$ cat src/rtl/mdec_pkg.sv
// rtl/mdec_pkg.sv - shared constants and decode state type for the MDEC RLE front end
package mdec_pkg;

   localparam logic [15:0] EOB_CODE  = 16'hFE00;
   localparam int          QSCALE_W  = 6;
   localparam int          COEF_W    = 10;
   localparam int          IDX_W     = 6;
   localparam int          MAX_INDEX = 63;

   typedef enum logic {
      ST_DC = 1'b0,
      ST_AC = 1'b1
   } rle_state_e;

endpackage

$ cat src/rtl/rle_fetch_if.sv
// rtl/rle_fetch_if.sv - FIFO read side and decoded coefficient beat stream of rle_fetch
interface rle_fetch_if #(
   parameter int COEF_W = mdec_pkg::COEF_W,
   parameter int IDX_W  = mdec_pkg::IDX_W
);

   logic                          fifo_empty_i;
   logic                          fifo_rd_en_o;
   logic [15:0]                   fifo_data_i;
   logic                          out_valid_o;
   logic                          out_ready_i;
   logic                          out_dc_o;
   logic                          out_eob_o;
   logic [mdec_pkg::QSCALE_W-1:0] out_qscale_o;
   logic [IDX_W-1:0]              out_index_o;
   logic [COEF_W-1:0]             out_coef_o;
   logic                          err_overflow_o;

   modport master (
      input  fifo_empty_i, fifo_data_i, out_ready_i,
      output fifo_rd_en_o, out_valid_o, out_dc_o, out_eob_o,
             out_qscale_o, out_index_o, out_coef_o, err_overflow_o
   );

   modport slave (
      output fifo_empty_i, fifo_data_i, out_ready_i,
      input  fifo_rd_en_o, out_valid_o, out_dc_o, out_eob_o,
             out_qscale_o, out_index_o, out_coef_o, err_overflow_o
   );

endinterface

$ cat src/rtl/rle_skid2.sv
// rtl/rle_skid2.sv - two-entry holding buffer, valid/ready on both sides, head entry drives the output
module rle_skid2 #(
   parameter int W = 8
) (
   input  logic         clk,
   input  logic         rst,
   input  logic [W-1:0] s_tdata,
   input  logic         s_tvalid,
   output logic         s_tready,
   output logic [W-1:0] m_tdata,
   output logic         m_tvalid,
   input  logic         m_tready,
   output logic [1:0]   count
);

   logic [W-1:0] mem0, mem1;
   logic [1:0]   cnt_q;
   logic         push, pop;

   assign m_tvalid = (cnt_q != 2'd0);
   assign m_tdata  = mem0;
   assign pop      = m_tvalid & m_tready;
   assign s_tready = (cnt_q != 2'd2) | pop;
   assign push     = s_tvalid & s_tready;
   assign count    = cnt_q;

   // mem0 only changes on a pop or a push into an empty buffer, so a stalled head stays put
   always_ff @(posedge clk or posedge rst) begin
      if (rst) begin
         mem0  <= '0;
         mem1  <= '0;
         cnt_q <= 2'd0;
      end else begin
         case ({push, pop})
            2'b10: begin
               if (cnt_q == 2'd0) mem0 <= s_tdata;
               else               mem1 <= s_tdata;
               cnt_q <= cnt_q + 2'd1;
            end
            2'b01: begin
               mem0  <= mem1;
               cnt_q <= cnt_q - 2'd1;
            end
            2'b11: begin
               if (cnt_q == 2'd1) begin
                  mem0 <= s_tdata;
               end else begin
                  mem0 <= mem1;
                  mem1 <= s_tdata;
               end
            end
            default: ;
         endcase
      end
   end

endmodule

$ cat src/rtl/rle_fetch.sv
// rtl/rle_fetch.sv - run/level word fetch and decode into DC/AC/EOB coefficient beats
// Optional RLE_BLOCK_COUNT_EN adds block_count_o, counting accepted EOB beats.
module rle_fetch
   import mdec_pkg::EOB_CODE, mdec_pkg::QSCALE_W, mdec_pkg::MAX_INDEX,
          mdec_pkg::rle_state_e, mdec_pkg::ST_DC, mdec_pkg::ST_AC;
#(
   parameter int COEF_W = mdec_pkg::COEF_W,
   parameter int IDX_W  = mdec_pkg::IDX_W
) (
   input  logic         clk,
   input  logic         rst,
   rle_fetch_if.master  bus
`ifdef RLE_BLOCK_COUNT_EN
   ,
   output logic [15:0]  block_count_o
`endif
);

   localparam int BEAT_W = 2 + QSCALE_W + IDX_W + COEF_W;

   rle_state_e           state_q, state_d;
   logic [IDX_W-1:0]     index_q, index_d;
   logic [QSCALE_W-1:0]  qscale_q, qscale_d;
   logic                 overflow_q, overflow_d;
   logic                 inflight_q;
   logic [15:0]          word;
   logic [IDX_W:0]       idx_sum;

   logic                 b_dc, b_eob;
   logic [IDX_W-1:0]     b_index;
   logic [COEF_W-1:0]    b_coef;
   logic                 push_valid, push_ready;
   logic [BEAT_W-1:0]    push_data, head_data;
   logic                 head_valid, pop;
   logic [1:0]           buf_count;

   assign word = bus.fifo_data_i;
   assign pop  = head_valid & bus.out_ready_i;

   // A read is a credit on buffer space: the word lands two edges later, and a pop this cycle frees a slot
   assign bus.fifo_rd_en_o = !rst && !bus.fifo_empty_i &&
      (({1'b0, buf_count} + {2'b00, inflight_q} - {2'b00, pop}) < 3'd2);

   always_ff @(posedge clk or posedge rst) begin
      if (rst) inflight_q <= 1'b0;
      else     inflight_q <= bus.fifo_rd_en_o;
   end

   always_ff @(posedge clk or posedge rst) begin
      if (rst) begin
         state_q    <= ST_DC;
         index_q    <= '0;
         qscale_q   <= '0;
         overflow_q <= 1'b0;
      end else begin
         state_q    <= state_d;
         index_q    <= index_d;
         qscale_q   <= qscale_d;
         overflow_q <= overflow_d;
      end
   end

   always_comb begin
      state_d    = state_q;
      index_d    = index_q;
      qscale_d   = qscale_q;
      overflow_d = overflow_q;
      push_valid = 1'b0;
      b_dc       = 1'b0;
      b_eob      = 1'b0;
      b_index    = index_q;
      b_coef     = '0;
      idx_sum    = {1'b0, index_q} + (IDX_W+1)'(word[15:10]) + (IDX_W+1)'(1);
      if (inflight_q) begin
         case (state_q)
            ST_DC: begin
               if (word != EOB_CODE) begin
                  qscale_d   = word[15:10];
                  index_d    = '0;
                  push_valid = 1'b1;
                  b_dc       = 1'b1;
                  b_index    = '0;
                  b_coef     = COEF_W'(signed'(word[9:0]));
                  state_d    = ST_AC;
               end
            end
            ST_AC: begin
               if (word == EOB_CODE) begin
                  push_valid = 1'b1;
                  b_eob      = 1'b1;
                  state_d    = ST_DC;
               end else if (idx_sum > (IDX_W+1)'(MAX_INDEX)) begin
                  // Run walked off the block: close it at the last position and drop the level
                  overflow_d = 1'b1;
                  push_valid = 1'b1;
                  b_eob      = 1'b1;
                  b_index    = IDX_W'(MAX_INDEX);
                  state_d    = ST_DC;
               end else begin
                  push_valid = 1'b1;
                  b_index    = idx_sum[IDX_W-1:0];
                  b_coef     = COEF_W'(signed'(word[9:0]));
                  index_d    = idx_sum[IDX_W-1:0];
               end
            end
            default: state_d = ST_DC;
         endcase
      end
      push_data = {b_dc, b_eob, qscale_d, b_index, b_coef};
   end

   rle_skid2 #(.W(BEAT_W)) u_hold (
      .clk      (clk),
      .rst      (rst),
      .s_tdata  (push_data),
      .s_tvalid (push_valid),
      .s_tready (push_ready),
      .m_tdata  (head_data),
      .m_tvalid (head_valid),
      .m_tready (bus.out_ready_i),
      .count    (buf_count)
   );

   a_no_push_drop: assert property (@(posedge clk) disable iff (rst) push_valid |-> push_ready);

   assign bus.out_valid_o    = head_valid;
   assign {bus.out_dc_o, bus.out_eob_o, bus.out_qscale_o, bus.out_index_o, bus.out_coef_o} = head_data;
   assign bus.err_overflow_o = overflow_q;

`ifdef RLE_BLOCK_COUNT_EN
   logic [15:0] block_cnt_q;

   always_ff @(posedge clk or posedge rst) begin
      if (rst)                                block_cnt_q <= 16'd0;
      else if (pop && head_data[BEAT_W-2])    block_cnt_q <= block_cnt_q + 16'd1;
   end

   assign block_count_o = block_cnt_q;
`endif

endmodule

$ cat src/flat_wrapper.sv
// flat-port wrapper written by rule: the top's interface ports become plain ports
module rle_fetch_flat import mdec_pkg::EOB_CODE, mdec_pkg::QSCALE_W, mdec_pkg::MAX_INDEX,
          mdec_pkg::rle_state_e, mdec_pkg::ST_DC, mdec_pkg::ST_AC;
#(
   parameter int COEF_W = mdec_pkg::COEF_W,
   parameter int IDX_W  = mdec_pkg::IDX_W
)
  (clk, rst, bus_fifo_empty_i, bus_fifo_data_i, bus_out_ready_i, bus_fifo_rd_en_o, bus_out_valid_o, bus_out_dc_o, bus_out_eob_o, bus_out_qscale_o, bus_out_index_o, bus_out_coef_o, bus_err_overflow_o);
  rle_fetch_if #(.COEF_W(COEF_W), .IDX_W(IDX_W)) bus_i ();
  input  logic clk;
  input  logic rst;
  input wire logic [$bits(bus_i.fifo_empty_i)-1:0] bus_fifo_empty_i;
  input wire logic [$bits(bus_i.fifo_data_i)-1:0] bus_fifo_data_i;
  input wire logic [$bits(bus_i.out_ready_i)-1:0] bus_out_ready_i;
  output wire logic [$bits(bus_i.fifo_rd_en_o)-1:0] bus_fifo_rd_en_o;
  output wire logic [$bits(bus_i.out_valid_o)-1:0] bus_out_valid_o;
  output wire logic [$bits(bus_i.out_dc_o)-1:0] bus_out_dc_o;
  output wire logic [$bits(bus_i.out_eob_o)-1:0] bus_out_eob_o;
  output wire logic [$bits(bus_i.out_qscale_o)-1:0] bus_out_qscale_o;
  output wire logic [$bits(bus_i.out_index_o)-1:0] bus_out_index_o;
  output wire logic [$bits(bus_i.out_coef_o)-1:0] bus_out_coef_o;
  output wire logic [$bits(bus_i.err_overflow_o)-1:0] bus_err_overflow_o;
  assign bus_i.fifo_empty_i = bus_fifo_empty_i;
  assign bus_i.fifo_data_i = bus_fifo_data_i;
  assign bus_i.out_ready_i = bus_out_ready_i;
  assign bus_fifo_rd_en_o = bus_i.fifo_rd_en_o;
  assign bus_out_valid_o = bus_i.out_valid_o;
  assign bus_out_dc_o = bus_i.out_dc_o;
  assign bus_out_eob_o = bus_i.out_eob_o;
  assign bus_out_qscale_o = bus_i.out_qscale_o;
  assign bus_out_index_o = bus_i.out_index_o;
  assign bus_out_coef_o = bus_i.out_coef_o;
  assign bus_err_overflow_o = bus_i.err_overflow_o;
  rle_fetch #(.COEF_W(COEF_W), .IDX_W(IDX_W)) u_core (.clk(clk), .rst(rst), .bus(bus_i));
endmodule
$ cat config.mk
export PLATFORM = sky130hd
export DESIGN_NAME = rle_fetch_flat
export DESIGN_NICKNAME = d
export VERILOG_FILES = /design/src/rtl/mdec_pkg.sv /design/src/rtl/rle_fetch_if.sv /design/src/rtl/rle_skid2.sv /design/src/rtl/rle_fetch.sv /design/src/flat_wrapper.sv
export SDC_FILE = /design/constraint.sdc
export NUM_CORES = 1
export LEC_CHECK = 0
export BUFFER_PORTS_ARGS = -buffer_cell sky130_fd_sc_hd__clkbuf_2
export CORE_MARGIN = 2
export CORE_UTILIZATION = 55
export DETAILED_ROUTE_END_ITERATION = 16
export PLACE_DENSITY = 0.85
export SLEW_MARGIN = 10
export SYNTH_ARGS = -nofsm -noshare
export SYNTH_HDL_FRONTEND = slang
export SYNTH_HIERARCHICAL = 1
export SYNTH_SLANG_ARGS = --single-unit
$ cat constraint.sdc
create_clock -name clk -period 3.3 [get_ports clk]
set_input_delay 0.33 -clock clk [delete_from_list [all_inputs] [get_ports clk]]
set_output_delay 0.33 -clock clk [all_outputs]
set_load 0.02 [all_outputs]
**Word level (Yosys, flattened, before mapping)**

Index checks and enable logic that the tools add are counted.

- $add $sub $neg: 6
- Multiplexer cells: 35
- Reduce and logical (&&, ||, !) cells: 13
- Eq/ne operators: 12
- Bitwise operators: 5
- Shifts and indexed selects: 0
- Multiply operators: 0
- Divide/modulo/power cells: 0
- Order comparisons: 2

Operator list:

| operator | number |
|---|---|
| $mux 24 | 4 |
| $pmux 24 s3 | 1 |
| $mux 6 | 9 |
| $pmux 24 s2 | 1 |
| $mux 10 | 4 |
| $pmux 6 s2 | 2 |
| $pmux 10 s2 | 1 |
| $eq 16x16->1 const B | 1 |
| $ne 16x16->1 const B | 1 |
| $ne 2x2->1 const B | 6 |
| $mux 1 | 10 |
| $add 6x6->7 | 1 |
| $add 7x1->7 const B | 1 |
| $gt 7x6->1 const B | 1 |
| $reduce_and 3->1 | 2 |
| $reduce_bool 2->1 | 3 |
| $eq 2x1->1 const B | 2 |
| $eq 2x2->1 const B | 2 |
| $pmux 1 s2 | 2 |
| $pmux 2 s2 | 1 |
| $reduce_and 4->1 | 1 |
| $add 2x1->3 | 1 |
| $lt 3x2->1 const B | 1 |
| $reduce_bool 3->1 | 1 |
| other kinds (10) | 14 |

- Output and inout port bits: 27
- Latch bits: 0
- Register bits: 65
- ROM bits: 0
- Bits of input ports: 20
- Word-level logic and storage cells: 81
- Memory bits (writable): 0
- Memories: 0

**Logic depth before layout (Yosys ltp)**

- Depth after elaboration: 9
- Depth in mapped cells: 11
- Gate-level depth less buffers: 10

**Modules after synthesis**

Netlist, hierarchy kept.

By module, submodules not included:

| module | sequential area each (um^2) | area each (um^2) | cells each | times used |
|---|---|---|---|---|
| rle_skid2 | 1251.2 | 2384.8 | 214 | 1 |
| rle_fetch | 375.4 | 1182.4 | 126 | 1 |

**Worst setup path before layout**

No wires, ideal clock.

- Path type: register to output
- From: register u_core.u_hold.cnt_q[1] (netlist: u_core/u_hold/count[1])
- To: output bus_fifo_rd_en_o
- Data required time: 2.970 ns
- Arrival: 2.791 ns
- Stages on the path, launching flop included: 10
- Path buffers: 0
- Path slack: 0.179 ns
- Cells stage by stage: dfrtp_1 -> inv_1 -> ha_1 -> inv_1 -> and2_1 -> ha_1 -> nand2b_1 -> fa_1 -> xor2_1 -> nor4b_1

- Cells in the longest elaborated chain, start to end: 5
- Elaborated cells between the ends (all ways): 6
- Classes of those cells: 2 x add/sub; 1 x order compare; 1 x bitwise; 2 x reduce/logical

Ends and longest elaborated chain:

| what | line | text |
|---|---|---|
| start, declared | rle_skid2.sv:17 | `logic [1:0] cnt_q;` |
| start signal, assigned | rle_skid2.sv:38 | `cnt_q <= cnt_q + 2'd1;` |
| start signal, assigned | rle_skid2.sv:42 | `cnt_q <= cnt_q - 2'd1;` |
| $reduce_bool 2->1 | rle_skid2.sv:20 | `assign m_tvalid = (cnt_q != 2'd0);` |
| named net bus_out_valid_o | flat_wrapper.sv:16 | `output wire logic [$bits(bus_i.out_valid_o)-1:0] bus_out_valid_o;` |
| $and 1x1->1 | rle_fetch.sv:38 | `assign pop = head_valid & bus.out_ready_i;` |
| $sub 3x1->3 | rle_fetch.sv:42 | `(({1'b0, buf_count} + {2'b00, inflight_q} - {2'b00, pop}) < 3'd2);` |
| $lt 3x2->1 | rle_fetch.sv:42 |  |
| $logic_and 1x1->1 | rle_fetch.sv:41 | `assign bus.fifo_rd_en_o = !rst && !bus.fifo_empty_i &&` |
| end, declared | flat_wrapper.sv:15 | `output wire logic [$bits(bus_i.fifo_rd_en_o)-1:0] bus_fifo_rd_en_o;` |

The timed path passes the listed nets, and every way through them passes these cells.

**Worst setup path in the final report**

- From: register u_core.u_hold.cnt_q[0] (netlist: u_core/u_hold/count[0])
- To: output bus_fifo_rd_en_o

- Cells in the longest elaborated chain, start to end: 5
- Elaborated cells between the ends (all ways): 6
- Classes of those cells: 2 x add/sub; 1 x order compare; 1 x bitwise; 2 x reduce/logical

Ends and longest elaborated chain:

| what | line |
|---|---|
| parallel branches: the longest is 2 deep, another holds $add 2x1->3 | - |
| $sub 3x1->3 (*) | rle_fetch.sv:42 |
| $lt 3x2->1 (*) | rle_fetch.sv:42 |
| $logic_and 1x1->1 (*) | rle_fetch.sv:41 |

Mark *: on every way between the ends.

==> results.py <==
metrics = {
    "status": {
        "status": "complete, no violations",
    },
    "cts": {
        "cts_buffer_depth": 2,
        "root_buffer": "clkbuf_8",
        "h-tree-depth": 3,
        "cts_sinks": 65,
        "clk_latency_ns": 0.34,
        "path_clk_slew_ns": 0.07,
        "cts_hold_buf": 0,
        "cts_buffers": 9,
        "cts_tree": "built",
    },
    "logic_synthesis": {
        "syn_area_um2": 3560,
        "postSynthCellCount": 339,
        "avgSynthCellArea_um2": 10.5,
        "syn-num-nets": 371,
        "yosys_warnings": 6,
    },
    "critical_path": {
        "critPathBufInv": 3,
        "arrival_ns": 2.78,
        "max_stage_delay_ns": 0.41,
        "cp_top_family": "adder cells",
        "slowest_stage": "dfrtp_1",
        "path_cells": "inv_2 > ha_2 > inv_1 > and2_1 > ha_1 > nand2b_1 > fa_2 > xor2_1 > nor4b_2 > buf_4",
        "critical_path_class": "reg -> out",
        "start_kind": "flop",
        "ff2ff_path_depth": 11,
        "path_max_fanout": 5,
        "end_kind": "primary output",
        "critical_path_depth": 10,
        "critPathRequiredTime_ns": 2.97,
    },
    "floorplan": {
        "die_w_um": 84.5,
        "core_um2": 6310,
        "row_count": 29,
        "io_pins": 47,
        "die_area_um2": 7140,
        "dieHeight_um": 84.5,
        "start_util_pct": 56.4,
    },
    "route": {
        "vias_per_cell": 6.09,
        "drtIter0Drc": 205,
        "num_vias": 2824,
        "drc": 0,
        "firstDrtPassIters": 5,
        "wire_per_inst_um": 17.8,
        "routed_wl_um": 8240,
        "ant_nets": 0,
    },
    "global_routing": {
        "antenna_found_initial": 0,
        "grt_max_degree": 51,
        "grt.overflow.total": 0,
        "grt_pass1_vias": 2822,
        "grt_pass1_wl_um": 14000,
        "grt.total_usage_pct": 24.3,
    },
    "timing": {
        "fin_crit_ns": 3.11,
        "setup_tns_ns": 0,
        "hold_viol": 0,
        "rsz0062_at_grt": "no",
        "finalCritPeriodShare_pct": 94.2,
        "setup_slack_ns": 0.192,
        "fmax_ghz": 0.322,
        "maxSlewViolCount": 0,
        "fin_skew_ns": 0.00741,
        "setup_violations": 0,
        "max_slew.worst_pin.slew_ns": 1.03,
        "max_slew_margin_pct": 31.1,
    },
    "placed_design": {
        "dpl_cell_area_um2": 3820,
        "pre_cts_ws_ns": 0.373,
        "place_congestion": 0.854,
        "portBuffers": 46,
        "place_hpwl_um": 5480,
    },
    "power": {
        "powerDensity_nw_per_um2": 1010,
        "total_leakage_power_nw": 1.93,
        "power_mw": 4.19,
        "peakVddDrop_mv": 0.601,
    },
    "final_layout": {
        "nNetsFinal": 414,
        "syn2layout_area_growth_pct": 15.9,
        "diodes": 0,
        "drive_above_1_share_pct": 30.5,
        "stdcell_area_um2": 4130,
    },
    "flow_run": {
        "cap_violations": 0,
    },
    "worst_hold_path": {
        "hold_class": "in -> async",
    },
}
[worst register-to-register path: stages, from the launching register on]
cell      delay [ns]
dfrtp_1         0.36
inv_1           0.06
ha_1            0.23
fa_1            0.41
and2b_1         0.25
o211ai_2        0.10
a21oi_2         0.15
buf_4           0.23
nor2_1          0.07
o21ai_0         0.34
o21ai_0         0.18
a31oi_1         0.19
[timing repair]
item                                    4_1_cts  5_1_grt
endpoints found under the setup margin        0        1
gates resized for setup                       0        7
setup buffers                                 0        3
[metrics by stage]
stage | utilization, % | hold slack (ns) | cells
6_report | 65.4 | 0.0623 | 464
2_1_floorplan | - | 0.231 | 339
3_5_place_dp | 60.4 | 0.429 | 445
3_3_place_gp | 60.4 | 0.424 | 445
4_1_cts | 64.8 | 0.0591 | 461
5_1_grt | 65.4 | 0.104 | 464
[area by class of cell]
cell class	instances	area, um^2
multi-input combinational	236	1770
timing repair buffer	56	308
sequential	65	1630
tap	77	96.3
inverter	14	52.6
fill	503	2180
clock buffer	10	138
clock inverter	6	138
[path summary, 6_finish.rpt]
check,start,end,slack (ns)
min in group clk,bus_fifo_empty_i,u_core/inflight_q,0.29
max in group asynchronous,rst,u_core/u_hold/count[1],2.36
hold / removal,rst,u_core/index_q[5],0.06
setup / recovery,u_core/u_hold/count[0],bus_fifo_rd_en_o,0.19
setup reg to reg,u_core/index_q[0],u_core/u_hold/m_tdata[15],0.67
hold reg to reg,u_core/bus.err_overflow_o,u_core/bus.err_overflow_o,0.49
[state kept, by name, indices dropped and copies added, names as in the netlist]
register / flops
u_core/inflight_q: 1
u_core/u_hold/m_tdata: 24
u_core/u_hold/mem1: 24
u_core/bus.err_overflow_o: 1
u_core/index_q: 6
u_core/state_q: 1
u_core/u_hold/count: 2
u_core/qscale_q: 6
[per-layer routing]
metal / global-route usage, % / share of wire, % / vias to the layer above
met5: 0 / 0 / -
met4: 8.66 / 1.8 / 0
met3: 4.13 / 4.2 / 16
met2: 39.3 / 49 / 89
met1: 33.3 / 45 / 1398
li1: - / - / 1321
[power breakdown]
part | internal [mW] | switching (mW)
Combinational | 0.802 | 1.08
Sequential | 1.16 | 0.230
Clock | 0.603 | 0.313
Total | 2.56 | 1.63
[layout by cell type (no fill, tap or decap), drive strengths merged, types with 2 or more instances in the layout]
| cell type | n |
|---|---|
| and2b | 2 |
| or2 | 2 |
| dfrtp | 65 |
| nand2 | 10 |
| mux2 | 30 |
| nor3b | 2 |
| a21oi | 4 |
| xnor2 | 4 |
| inv | 15 |
| a21o | 2 |
| mux2i | 2 |
| fa | 2 |
| bufinv | 4 |
| a32o | 2 |
| and2 | 11 |
| nor2 | 10 |
| and4b | 2 |
| nor4b | 2 |
| o21ai | 33 |
| a221oi | 2 |
| o32ai | 2 |
| a31oi | 25 |
| nand3 | 30 |
| buf | 11 |
| nor3 | 24 |
| nor2b | 4 |
| clkbuf | 55 |
| ha | 10 |
| nand2b | 3 |
| o211ai | 2 |
(Power assumes the default switching activity.)
